--- config.mk ---
export PLATFORM = sky130hd
export DESIGN_NAME = lcd_char_ctrl_flat
export DESIGN_NICKNAME = d
export VERILOG_FILES = /design/src/rtl/lcd_char_ctrl_if.sv /design/src/rtl/lcd_char_ctrl.sv /design/src/flat_wrapper.sv
export SDC_FILE = /design/constraint.sdc
export NUM_CORES = 1
export LEC_CHECK = 0
export ABC_AREA = 1
export BUFFER_PORTS_ARGS = -buffer_cell sky130_fd_sc_hd__clkbuf_2
export CAP_MARGIN = 25
export CORE_ASPECT_RATIO = 0.5
export CORE_UTILIZATION = 50
export CTS_CLUSTER_DIAMETER = 150
export DETAILED_ROUTE_END_ITERATION = 7
export PLACE_DENSITY_LB_ADDON = 0.05
export SYNTH_ARGS = -nofsm -noshare
export SYNTH_HDL_FRONTEND = slang
export SYNTH_SLANG_ARGS = --single-unit
--- constraint.sdc ---
create_clock -name clk -period 2.4 [get_ports clk]
set_clock_uncertainty 0.15 [all_clocks]
set_input_delay 0.48 -clock clk [delete_from_list [all_inputs] [get_ports clk]]
set_output_delay 0.48 -clock clk [all_outputs]
set_load 0.02 [all_outputs]
--- src/rtl/lcd_char_ctrl_if.sv ---
// rtl/lcd_char_ctrl_if.sv - byte write channel into the character-LCD controller
interface lcd_char_ctrl_if;
   logic       wr_valid;
   logic       wr_ready;
   logic       wr_rs;
   logic [7:0] wr_data;

   modport master (output wr_valid, output wr_rs, output wr_data, input wr_ready);
   modport slave  (input wr_valid, input wr_rs, input wr_data, output wr_ready);
endinterface

--- src/rtl/lcd_char_ctrl.sv ---
// rtl/lcd_char_ctrl.sv - HD44780-class LCD controller: power-up wait, init sequence, write FIFO drain
// Optional 4-bit bus build: define LCD_NIBBLE_MODE_EN
module lcd_char_ctrl #(
   parameter int unsigned FIFO_DEPTH   = 16,
   parameter int unsigned PWRUP_CYC    = 1500000,
   parameter int unsigned SETUP_CYC    = 10,
   parameter int unsigned EN_HIGH_CYC  = 50,
   parameter int unsigned CMD_WAIT_CYC = 4000,
   parameter int unsigned CLR_WAIT_CYC = 164000
) (
   input  logic             clk,
   input  logic             rst_n,
   lcd_char_ctrl_if.slave   wr,
   output logic             busy,
   output logic             init_done,
   output logic             lcd_rs,
   output logic             lcd_rw,
   output logic             lcd_en,
   output logic [7:0]       lcd_d
);
`ifdef LCD_NIBBLE_MODE_EN
   localparam bit          NIBBLE = 1'b1;
   localparam int unsigned N_INIT = 8;
`else
   localparam bit          NIBBLE = 1'b0;
   localparam int unsigned N_INIT = 4;
`endif

   localparam int unsigned PWRUP_N = (PWRUP_CYC    == 0) ? 1 : PWRUP_CYC;
   localparam int unsigned SETUP_N = (SETUP_CYC    == 0) ? 1 : SETUP_CYC;
   localparam int unsigned EN_N    = (EN_HIGH_CYC  == 0) ? 1 : EN_HIGH_CYC;
   localparam int unsigned CMD_N   = (CMD_WAIT_CYC == 0) ? 1 : CMD_WAIT_CYC;
   localparam int unsigned CLR_N   = (CLR_WAIT_CYC == 0) ? 1 : CLR_WAIT_CYC;
   localparam int unsigned MAX_AB  = (PWRUP_N > SETUP_N) ? PWRUP_N : SETUP_N;
   localparam int unsigned MAX_CD  = (EN_N > CMD_N) ? EN_N : CMD_N;
   localparam int unsigned MAX_ABCD = (MAX_AB > MAX_CD) ? MAX_AB : MAX_CD;
   localparam int unsigned MAX_N   = (MAX_ABCD > CLR_N) ? MAX_ABCD : CLR_N;
   localparam int unsigned CW      = (MAX_N > 1) ? $clog2(MAX_N) : 1;
   localparam int unsigned AW      = $clog2(FIFO_DEPTH);

   // Counters hold "cycles remaining minus one" so the exit test is a compare with zero
   localparam logic [CW-1:0] PWRUP_LD = CW'(PWRUP_N - 1);
   localparam logic [CW-1:0] SETUP_LD = CW'(SETUP_N - 1);
   localparam logic [CW-1:0] EN_LD    = CW'(EN_N - 1);
   localparam logic [CW-1:0] CMD_LD   = CW'(CMD_N - 1);
   localparam logic [CW-1:0] CLR_LD   = CW'(CLR_N - 1);
   localparam logic [AW:0]   DEPTH_C  = (AW+1)'(FIFO_DEPTH);

   typedef enum logic [2:0] {S_PWRUP, S_INIT, S_IDLE, S_SETUP, S_PULSE, S_WAIT} state_t;

   // {single_nibble, byte}; single nibbles carry their value in the upper half
   function automatic logic [8:0] init_rom(input logic [3:0] idx);
`ifdef LCD_NIBBLE_MODE_EN
      case (idx)
         4'd0, 4'd1, 4'd2: init_rom = 9'h130;
         4'd3:             init_rom = 9'h120;
         4'd4:             init_rom = 9'h028;
         4'd5:             init_rom = 9'h00C;
         4'd6:             init_rom = 9'h006;
         default:          init_rom = 9'h001;
      endcase
`else
      case (idx)
         4'd0:    init_rom = 9'h038;
         4'd1:    init_rom = 9'h00C;
         4'd2:    init_rom = 9'h006;
         default: init_rom = 9'h001;
      endcase
`endif
   endfunction

   state_t        state_q, state_d;
   logic [CW-1:0] cnt_q, cnt_d;
   logic [3:0]    init_idx_q, init_idx_d;
   logic          init_done_q, init_done_d;
   logic          busy_q, busy_d;
   logic          rs_q, rs_d;
   logic [7:0]    d_q, d_d;
   logic [3:0]    lo_nib_q, lo_nib_d;
   logic          lo_pend_q, lo_pend_d;
   logic          clr_q, clr_d;
   logic [AW-1:0] wr_ptr_q, wr_ptr_d, rd_ptr_q, rd_ptr_d;
   logic [AW:0]   count_q, count_d;
   logic [8:0]    mem_q [FIFO_DEPTH];

   logic          pop, push, ld, ld_rs, ld_single, wr_ready_c;
   logic [7:0]    ld_byte;
   logic [8:0]    rom_word;

   always_comb begin
      state_d     = state_q;
      cnt_d       = cnt_q;
      init_idx_d  = init_idx_q;
      init_done_d = init_done_q;
      rs_d        = rs_q;
      d_d         = d_q;
      lo_nib_d    = lo_nib_q;
      lo_pend_d   = lo_pend_q;
      clr_d       = clr_q;
      pop         = 1'b0;
      ld          = 1'b0;
      ld_rs       = 1'b0;
      ld_single   = 1'b0;
      ld_byte     = 8'h00;
      rom_word    = init_rom(init_idx_q);

      case (state_q)
         S_PWRUP: begin
            if (cnt_q == '0) state_d = S_INIT;
            else             cnt_d   = cnt_q - 1'b1;
         end
         S_INIT: begin
            ld         = 1'b1;
            ld_single  = rom_word[8];
            ld_byte    = rom_word[7:0];
            init_idx_d = init_idx_q + 1'b1;
         end
         S_IDLE: begin
            if (count_q != '0) begin
               pop     = 1'b1;
               ld      = 1'b1;
               ld_rs   = mem_q[rd_ptr_q][8];
               ld_byte = mem_q[rd_ptr_q][7:0];
            end
         end
         S_SETUP: begin
            if (cnt_q == '0) begin
               state_d = S_PULSE;
               cnt_d   = EN_LD;
            end else begin
               cnt_d = cnt_q - 1'b1;
            end
         end
         S_PULSE: begin
            if (cnt_q != '0) begin
               cnt_d = cnt_q - 1'b1;
            end else if (NIBBLE && lo_pend_q) begin
               // Second nibble of a byte: its own setup and pulse, no execution wait yet
               d_d       = {lo_nib_q, 4'h0};
               lo_pend_d = 1'b0;
               state_d   = S_SETUP;
               cnt_d     = SETUP_LD;
            end else begin
               state_d = S_WAIT;
               cnt_d   = clr_q ? CLR_LD : CMD_LD;
            end
         end
         S_WAIT: begin
            if (cnt_q != '0) begin
               cnt_d = cnt_q - 1'b1;
            end else if (!init_done_q && (init_idx_q != 4'(N_INIT))) begin
               state_d = S_INIT;
            end else begin
               init_done_d = 1'b1;
               state_d     = S_IDLE;
            end
         end
         default: state_d = S_PWRUP;
      endcase

      if (ld) begin
         rs_d      = ld_rs;
         d_d       = NIBBLE ? {ld_byte[7:4], 4'h0} : ld_byte;
         lo_nib_d  = ld_byte[3:0];
         lo_pend_d = !ld_single;
         clr_d     = !ld_rs && !ld_single && (ld_byte[7:2] == 6'd0) && (ld_byte[1:0] != 2'd0);
         state_d   = S_SETUP;
         cnt_d     = SETUP_LD;
      end

      // A pop this cycle frees a slot, so a full FIFO can still take a byte
      wr_ready_c = (count_q != DEPTH_C) || pop;
      push       = wr.wr_valid && wr_ready_c;
      wr_ptr_d   = push ? wr_ptr_q + 1'b1 : wr_ptr_q;
      rd_ptr_d   = pop  ? rd_ptr_q + 1'b1 : rd_ptr_q;
      case ({push, pop})
         2'b10:   count_d = count_q + 1'b1;
         2'b01:   count_d = count_q - 1'b1;
         default: count_d = count_q;
      endcase
      busy_d = (state_d != S_IDLE) || (count_d != '0);
   end

   always_ff @(posedge clk or negedge rst_n) begin
      if (!rst_n) begin
         state_q     <= S_PWRUP;
         cnt_q       <= PWRUP_LD;
         init_idx_q  <= 4'd0;
         init_done_q <= 1'b0;
         busy_q      <= 1'b0;
         rs_q        <= 1'b0;
         d_q         <= 8'h00;
         lo_nib_q    <= 4'h0;
         lo_pend_q   <= 1'b0;
         clr_q       <= 1'b0;
         wr_ptr_q    <= '0;
         rd_ptr_q    <= '0;
         count_q     <= '0;
      end else begin
         state_q     <= state_d;
         cnt_q       <= cnt_d;
         init_idx_q  <= init_idx_d;
         init_done_q <= init_done_d;
         busy_q      <= busy_d;
         rs_q        <= rs_d;
         d_q         <= d_d;
         lo_nib_q    <= lo_nib_d;
         lo_pend_q   <= lo_pend_d;
         clr_q       <= clr_d;
         wr_ptr_q    <= wr_ptr_d;
         rd_ptr_q    <= rd_ptr_d;
         count_q     <= count_d;
      end
   end

   always_ff @(posedge clk) begin
      if (push) mem_q[wr_ptr_q] <= {wr.wr_rs, wr.wr_data};
   end

   assign wr.wr_ready = wr_ready_c;
   assign busy        = busy_q;
   assign init_done   = init_done_q;
   assign lcd_rs      = rs_q;
   assign lcd_rw      = 1'b0;
   assign lcd_en      = (state_q == S_PULSE);
   assign lcd_d       = d_q;
endmodule

--- src/flat_wrapper.sv ---
// flat-port wrapper written by rule: the top's interface ports become plain ports
module lcd_char_ctrl_flat 
#(
   parameter int unsigned FIFO_DEPTH   = 16,
   parameter int unsigned PWRUP_CYC    = 1500000,
   parameter int unsigned SETUP_CYC    = 10,
   parameter int unsigned EN_HIGH_CYC  = 50,
   parameter int unsigned CMD_WAIT_CYC = 4000,
   parameter int unsigned CLR_WAIT_CYC = 164000
)
  (clk, rst_n, busy, init_done, lcd_rs, lcd_rw, lcd_en, lcd_d, wr_wr_valid, wr_wr_rs, wr_wr_data, wr_wr_ready);
  lcd_char_ctrl_if wr_i ();
  input  logic clk;
  input  logic rst_n;
  output logic busy;
  output logic init_done;
  output logic lcd_rs;
  output logic lcd_rw;
  output logic lcd_en;
  output logic [7:0] lcd_d;
  input wire logic [$bits(wr_i.wr_valid)-1:0] wr_wr_valid;
  input wire logic [$bits(wr_i.wr_rs)-1:0] wr_wr_rs;
  input wire logic [$bits(wr_i.wr_data)-1:0] wr_wr_data;
  output wire logic [$bits(wr_i.wr_ready)-1:0] wr_wr_ready;
  assign wr_i.wr_valid = wr_wr_valid;
  assign wr_i.wr_rs = wr_wr_rs;
  assign wr_i.wr_data = wr_wr_data;
  assign wr_wr_ready = wr_i.wr_ready;
  lcd_char_ctrl #(.FIFO_DEPTH(FIFO_DEPTH), .PWRUP_CYC(PWRUP_CYC), .SETUP_CYC(SETUP_CYC), .EN_HIGH_CYC(EN_HIGH_CYC), .CMD_WAIT_CYC(CMD_WAIT_CYC), .CLR_WAIT_CYC(CLR_WAIT_CYC)) u_core (.clk(clk), .rst_n(rst_n), .wr(wr_i), .busy(busy), .init_done(init_done), .lcd_rs(lcd_rs), .lcd_rw(lcd_rw), .lcd_en(lcd_en), .lcd_d(lcd_d));
endmodule
Word level (Yosys, flattened, before mapping)
Memory sizes are Yosys's and may differ from the RTL's.
Cells that the tools add are included.
- output and inout port bits: 14
- bits of input ports: 12
- memory bits (writable): 144
- word-level logic and storage cells: 81
- memories: 1
- flip-flop bits (word level): 53
- add/sub/neg operators: 6
- muxes and demuxes: 25
- eq/ne operators: 14
- bitwise gates (word level): 2
- reductions and logical operators: 22
- memory list (name ; words ; width ; read ports ; clocked after Yosys merged registers in ; write ports ; RTL line ; text):
    u_core.mem_q ; 16 ; 9 ; 1 ; 0 ; 1 ; lcd_char_ctrl.sv:84 ; logic [8:0] mem_q [FIFO_DEPTH];
- operators by type and width (kind ; count):
    2-to-1 mux 21 bit ; 5
    case mux 21 bit (4 select lines) ; 1
    zero test 21 bit ; 1
    nonzero test 21 bit ; 1
    subtractor 21 x 1 -> 21 bit, second input constant ; 1
    2-to-1 mux 18 bit ; 1
    case mux 6 bit (3 select lines) ; 1
    case mux 8 bit (2 select lines) ; 1
    2-to-1 mux 3 bit ; 5
    case mux 3 bit (5 select lines) ; 1
    nonzero test 5 bit ; 3
    adder 4 x 1 -> 4 bit, second input constant ; 3
    case mux 5 bit (2 select lines) ; 1
    2-to-1 mux 8 bit ; 1
    equality test 3 x 2 -> 1 bit, second input constant ; 2
    equality test 3 bit, second input constant ; 2
    zero test 6 bit ; 1
    2-to-1 mux 1 bit ; 6
    != test 3 x 2 -> 1 bit, second input constant ; 2
    AND reduction 3 bit ; 2
    adder 5 x 1 -> 5 bit, second input constant ; 1
    logical AND 1 bit ; 5
    != test 5 bit, second input constant ; 1
    subtractor 5 x 1 -> 5 bit, second input constant ; 1
    other kinds (17) ; 20

Longest topological paths before layout
- depth in word-level cells: 9
- depth in mapped cells: 15
- mapped depth without buffers: 15

Worst setup path before layout
No wires, ideal clock.
- path type: reg2reg
- from: register u_core.count_q[1]
- to: register u_core.busy_q (netlist: u_core.busy)
- path buffers: 0
- period minus slack after synthesis: 2492 ps
- stages on the path, launching flop included: 15
- setup time: 126 ps
- setup slack: -92 ps
- required time: 2124 ps
- arrival: 2215 ps
- cell sequence: dfrtp_1 nor2_1 nand4_1 nand2_2 inv_2 nand2_1 inv_1 fa_1 a21o_1 a21oi_1 nand2_1 nand2_1 nand3_1 a21oi_1 nand3_1
- word-level cells in the longest chain between the ends: 9
- elaborated cells on any way between the ends: 16
- classes of those cells: add/sub: 2; eq/ne: 4; mux: 5; reduce/logical: 5
- RTL lines (element ; RTL line ; text):
    start: declaration ; lcd_char_ctrl.sv:83 ; logic [AW:0] count_q, count_d;
    start signal: assignment ; lcd_char_ctrl.sv:212 ; count_q <= count_d;
    nonzero test 5 bit ; lcd_char_ctrl.sv:119 ; if (count_q != '0) begin
    2-to-1 mux 1 bit ; lcd_char_ctrl.sv:119 ;
    2-to-1 mux 1 bit ; lcd_char_ctrl.sv:107 ; case (state_q)
    logical OR 1 bit ; lcd_char_ctrl.sv:172 ; wr_ready_c = (count_q != DEPTH_C) || pop;
    logical AND 1 bit ; lcd_char_ctrl.sv:173 ; push = wr.wr_valid && wr_ready_c;
    equality test 2 x 1 -> 1 bit or equality test 2 bit (tied branches) ; lcd_char_ctrl.sv:176 ; case ({push, pop})
    case mux 5 bit (2 select lines) ; lcd_char_ctrl.sv:176 ;
    nonzero test 5 bit ; lcd_char_ctrl.sv:181 ; busy_d = (state_d != S_IDLE) || (count_d != '0);
    logical OR 1 bit * ; lcd_char_ctrl.sv:181 ;
    named net u_core.busy_d ; lcd_char_ctrl.sv:76 ; logic busy_q, busy_d;
    end signal: assignment ; lcd_char_ctrl.sv:204 ; busy_q <= busy_d;
    end: declaration ; lcd_char_ctrl.sv:76 ;
The timed path passes the listed nets; every way through them passes the cells marked *.
A chain may end at the register's enable or synchronous reset.

Worst setup path in the final report
- from: register u_core.count_q[3]
- to: register u_core.busy_q (netlist: u_core.busy)
Same word-level chain as after synthesis.

==> key figures <==
Hold path
  – Startpoint of the worst hold path: wr_wr_valid
  – Hold endpoint: u_core.wr_ptr_q[0]
  – Hold Crit Depth: 3
  – Worst hold path type: input pin to register

Pwr
  – Switching share of power: 25.93%
  – Pwr per Cell Area: 773.8 nW/um2
  – Total power: 7913 uW
  – Seq pwr share: 51.5%
  – Psw: 2052 uW
  – Internal power: 5862 uW
  – Pleak: 0.004264 uW
  – Max VDD drop: 454.6 uV
  – Clock power frac: 37.3%
  – Comb pwr share: 11.1%

Drt
  – DRT Wirelength: 20870 um
  – Avg WL per Cell: 17.59 um
  – Vias: 6349
  – Initial DRC count: 482
  – First-pass iteration count of the detailed router: 5
  – Final ANT Viol Nets: 0
  – DR vias/cell: 5.353
  – DRC Markers: 0

Setup path
  – Reg-to-reg slack, setup: 0.12 ns
  – Slowest cell on crit path: dfrtp_1
  – Reg2reg start: u_core.count_q[3]
  – Worst R2R End: u_core.busy
  – R2R cell count: 14
  – Top Family by Delay on Critical Path: simple AND/OR/NAND/NOR gates
  – Worst EP arrival: 2.43 ns
  – Critical path required time: 2.55 ns
  – Crit path kind: register to register
  – Worst-path fanout max: 4
  – Startpoint type of the worst setup path: register
  – Sum of buffers and inverters on the critical path: 2
  – Largest stage delay, worst path: 0.39 ns
  – CP cell instances: nor2_2 > nand4_1 > nand2_2 > inv_2 > nand2_2 > inv_2 > fa_2 > a21o_1 > a21oi_2 > nand2_1 > nand2_1 > nand3_2 > a21oi_2 > nand3_1
  – CP endpoint kind: register

Floorplan
  – Height of the die: 96.51 um
  – I/O pin count: 26
  – Row cnt: 34
  – Die area: 18440 um2
  – Die width: 191.0 um
  – Area of the core: 17440 um2
  – Initial core utilization: 51.21%

Synthesis
  – Asr flop ratio synth: 26.90%
  – Most frequent cell after synthesis: nand2_1
  – Mapped Cells: 885
  – Synth top area cells: edfxtp_1, nand2_1, dfrtp_1, nand3_1, dfstp_2
  – Largest area contributor in the netlist: edfxtp_1
  – Syn_nets: 911
  – Post-synth EDFFs: 144
  – Register area share after synthesis: 63.45%
  – Top cell type's share of synthesized area: 48.41%
  – Yosys warnings: 0
  – Primary FF master, synth: edfxtp_1
  – #FFs+latches synth: 197
  – Most frequent cells after synthesis: nand2_1, nand3_1, edfxtp_1, inv_1, nor2_1
  – Yosys cell types: 44
  – Synthesized cell area: 8932 um2
  – Mean Syn Cell Area: 10.09 um2

Cells and area
  – Final instance area: 10230 um2
  – # diodes: 0
  – Nets@finish: 965
  – Ratio of cells with drive above 1 in the final layout: 15.55%
  – Layout area overhead: 14.48%
  – Final non-filler cell total: 1186

Global route
  – First-pass GRT wire length: 32250 um
  – GR Util met3: 3.792%
  – Number of global-route vias before repair: 5888
  – Initial antenna violation count: 0
  – Largest net degree at the start of global routing: 75
  – Total track usage: 23.89%
  – GR Overflow Total: 0
  – Busiest grt layer: met2
  – Met1 Use GR: 34.43%
  – Met2 Use GR: 37.59%

STA
  – Final min period: 2.280 ns
  – Setup violators final: 0
  – Pins Over Slew Limit: 0
  – Final number of hold-violating endpoints: 0
  – RSZ-0062 raised after global routing: yes
  – Fin crit share: 95.01%
  – FMAX: 438.5 MHz

Clock network
  – Num CTS Buffers: 17
  – H-tree Lvls: 4
  – Clock Latency Late Sink: 0.43 ns
  – CTS tree: built
  – Reg clk slew, reported paths: 0.07 ns
  – CTS sink cnt: 197
  – Clock Root Buffer: clkbuf_16
  – Bufs on Longest Clock Path: 2

Placement
  – HPWL Detailed: 13610 um
  – IO Port Bufs: 24
  – Routability Congestion: 0.8618
  – Dpl cells: 1152
  – Placed Instance Area: 9555 um2

Run status
  – Status: finished clean

Job
  – Max cap viols: 0
==> through the flow <==
stage / util (%) / setup slack, ns / setup TNS [ns] / hold slack, ns
5_1_grt: 58.63 / -0.06633 / -0.06633 / 0.3215
4_1_cts: 58.39 / 0.02304 / 0 / 0.2840
2_1_floorplan: - / 0.01407 / 0 / 0.03441
3_3_place_gp: 54.78 / 0.04747 / 0 / 0.2899
6_report: 58.63 / 0.1197 / 0 / 0.3273
3_5_place_dp: 54.78 / 0.03849 / 0 / 0.2945
==> state kept, by name, summed over array words and instances (netlist names), 3 cells and up <==
name               count
u_core.count_q         5
u_core.lcd_d           8
u_core.init_idx_q      4
u_core.rd_ptr_q        4
u_core.cnt_q          21
u_core.wr_ptr_q        4
u_core.state_q         3
u_core.mem_q         144
==> what timing repair did <==
action | in CTS | in global routing
setup buffers | 0 | 1
resized for setup | 0 | 8
hold buffers | 1 | 0
hold endpoints to repair | 4 | 0
endpoints found under the setup margin | 0 | 146
==> power by group through the flow <==
stage	Sequential (uW)	Clock [uW]	Combinational [uW]
finish	4080	2950	882
global route	4100	3130	1010
CTS	4070	3000	852
detailed placement	4140	0	840
global placement	4140	0	824
floorplan	4140	0	505
==> worst reg2reg max path, cell delays in order (launching register included) <==
cell and delay (ns):
dfrtp_1 0.39, nor2_2 0.13, nand4_1 0.10, nand2_2 0.08, inv_2 0.04, nand2_2 0.06
inv_2 0.07, fa_2 0.35, a21o_1 0.19, a21oi_2 0.14, nand2_1 0.06, nand2_1 0.09
nand3_2 0.08, a21oi_2 0.13, nand3_1 0.08
==> worst max path at each step <==
| stage | start | end | slack (ns) | depth (start not counted) |
|---|---|---|---|---|
| 2_1_floorplan | u_core.count_q[1] | u_core.busy | 0.01 | 14 |
| 3_3_place_gp | u_core.count_q[3] | u_core.busy | 0.05 | 14 |
| 3_5_place_dp | u_core.count_q[3] | u_core.busy | 0.04 | 14 |
| 4_1_cts | u_core.count_q[3] | u_core.busy | 0.02 | 14 |
| 5_1_grt | u_core.count_q[3] | u_core.busy | -0.07 | 14 |
| 6_report | u_core.count_q[3] | u_core.busy | 0.12 | 14 |
==> layer usage <==
metal	share of wire [%]	vias up	wire length, um
met5	0	-	0
met4	0.82	0	171
met3	5.0	15	1042
met2	46	146	9580
met1	48	3112	10070
li1	-	3076	-
==> cell type report <==
class	instances	area [um2]
multi-input combinational	587	2894
clock buffer	17	425.4
tap	234	292.8
inverter	70	262.8
sequential	197	5669
timing repair buffer	66	488.0
fill	1472	7216
clock inverter	15	193.9
==> cell usage in the layout (no fill, tap or decap), types with 3 or more instances in the layout <==
cell type / Yosys / final
a21oi_1: 10 / 8
buf_12: 0 / 4
buf_4: 2 / 37
clkbuf_16: 0 / 17
clkbuf_2: 0 / 24
clkinv_8: 0 / 3
clkinvlp_4: 0 / 3
dfrtp_1: 39 / 38
dfstp_2: 14 / 14
edfxtp_1: 144 / 144
ha_1: 13 / 12
inv_1: 61 / 59
inv_2: 8 / 10
nand2_1: 266 / 265
nand2_2: 4 / 5
nand3_1: 146 / 145
nand4_1: 4 / 4
nor2_1: 58 / 57
nor2_2: 7 / 8
nor3_1: 7 / 7
o211ai_1: 5 / 5
o21a_1: 4 / 4
o21ai_0: 13 / 13
o21ai_1: 4 / 4
xnor2_1: 5 / 5
xor2_1: 19 / 19
==> kinds of logic (layout without fill, tap and decap cells) <==
logic type | after synthesis | count (layout) | share of synthesized area, %
flip-flops | 197 | 197 | 63.45
other | 1 | 1 | 0.04198
AND/OR/NAND/NOR | 502 | 502 | 24.40
AO/OA/AOI/OAI | 46 | 46 | 3.124
buffers and inverters | 101 | 168 | 4.580
adder cells (fa/ha/maj) | 14 | 14 | 2.045
XOR/XNOR | 24 | 24 | 2.353
No activity file was read; power rests on OpenSTA's default activity.
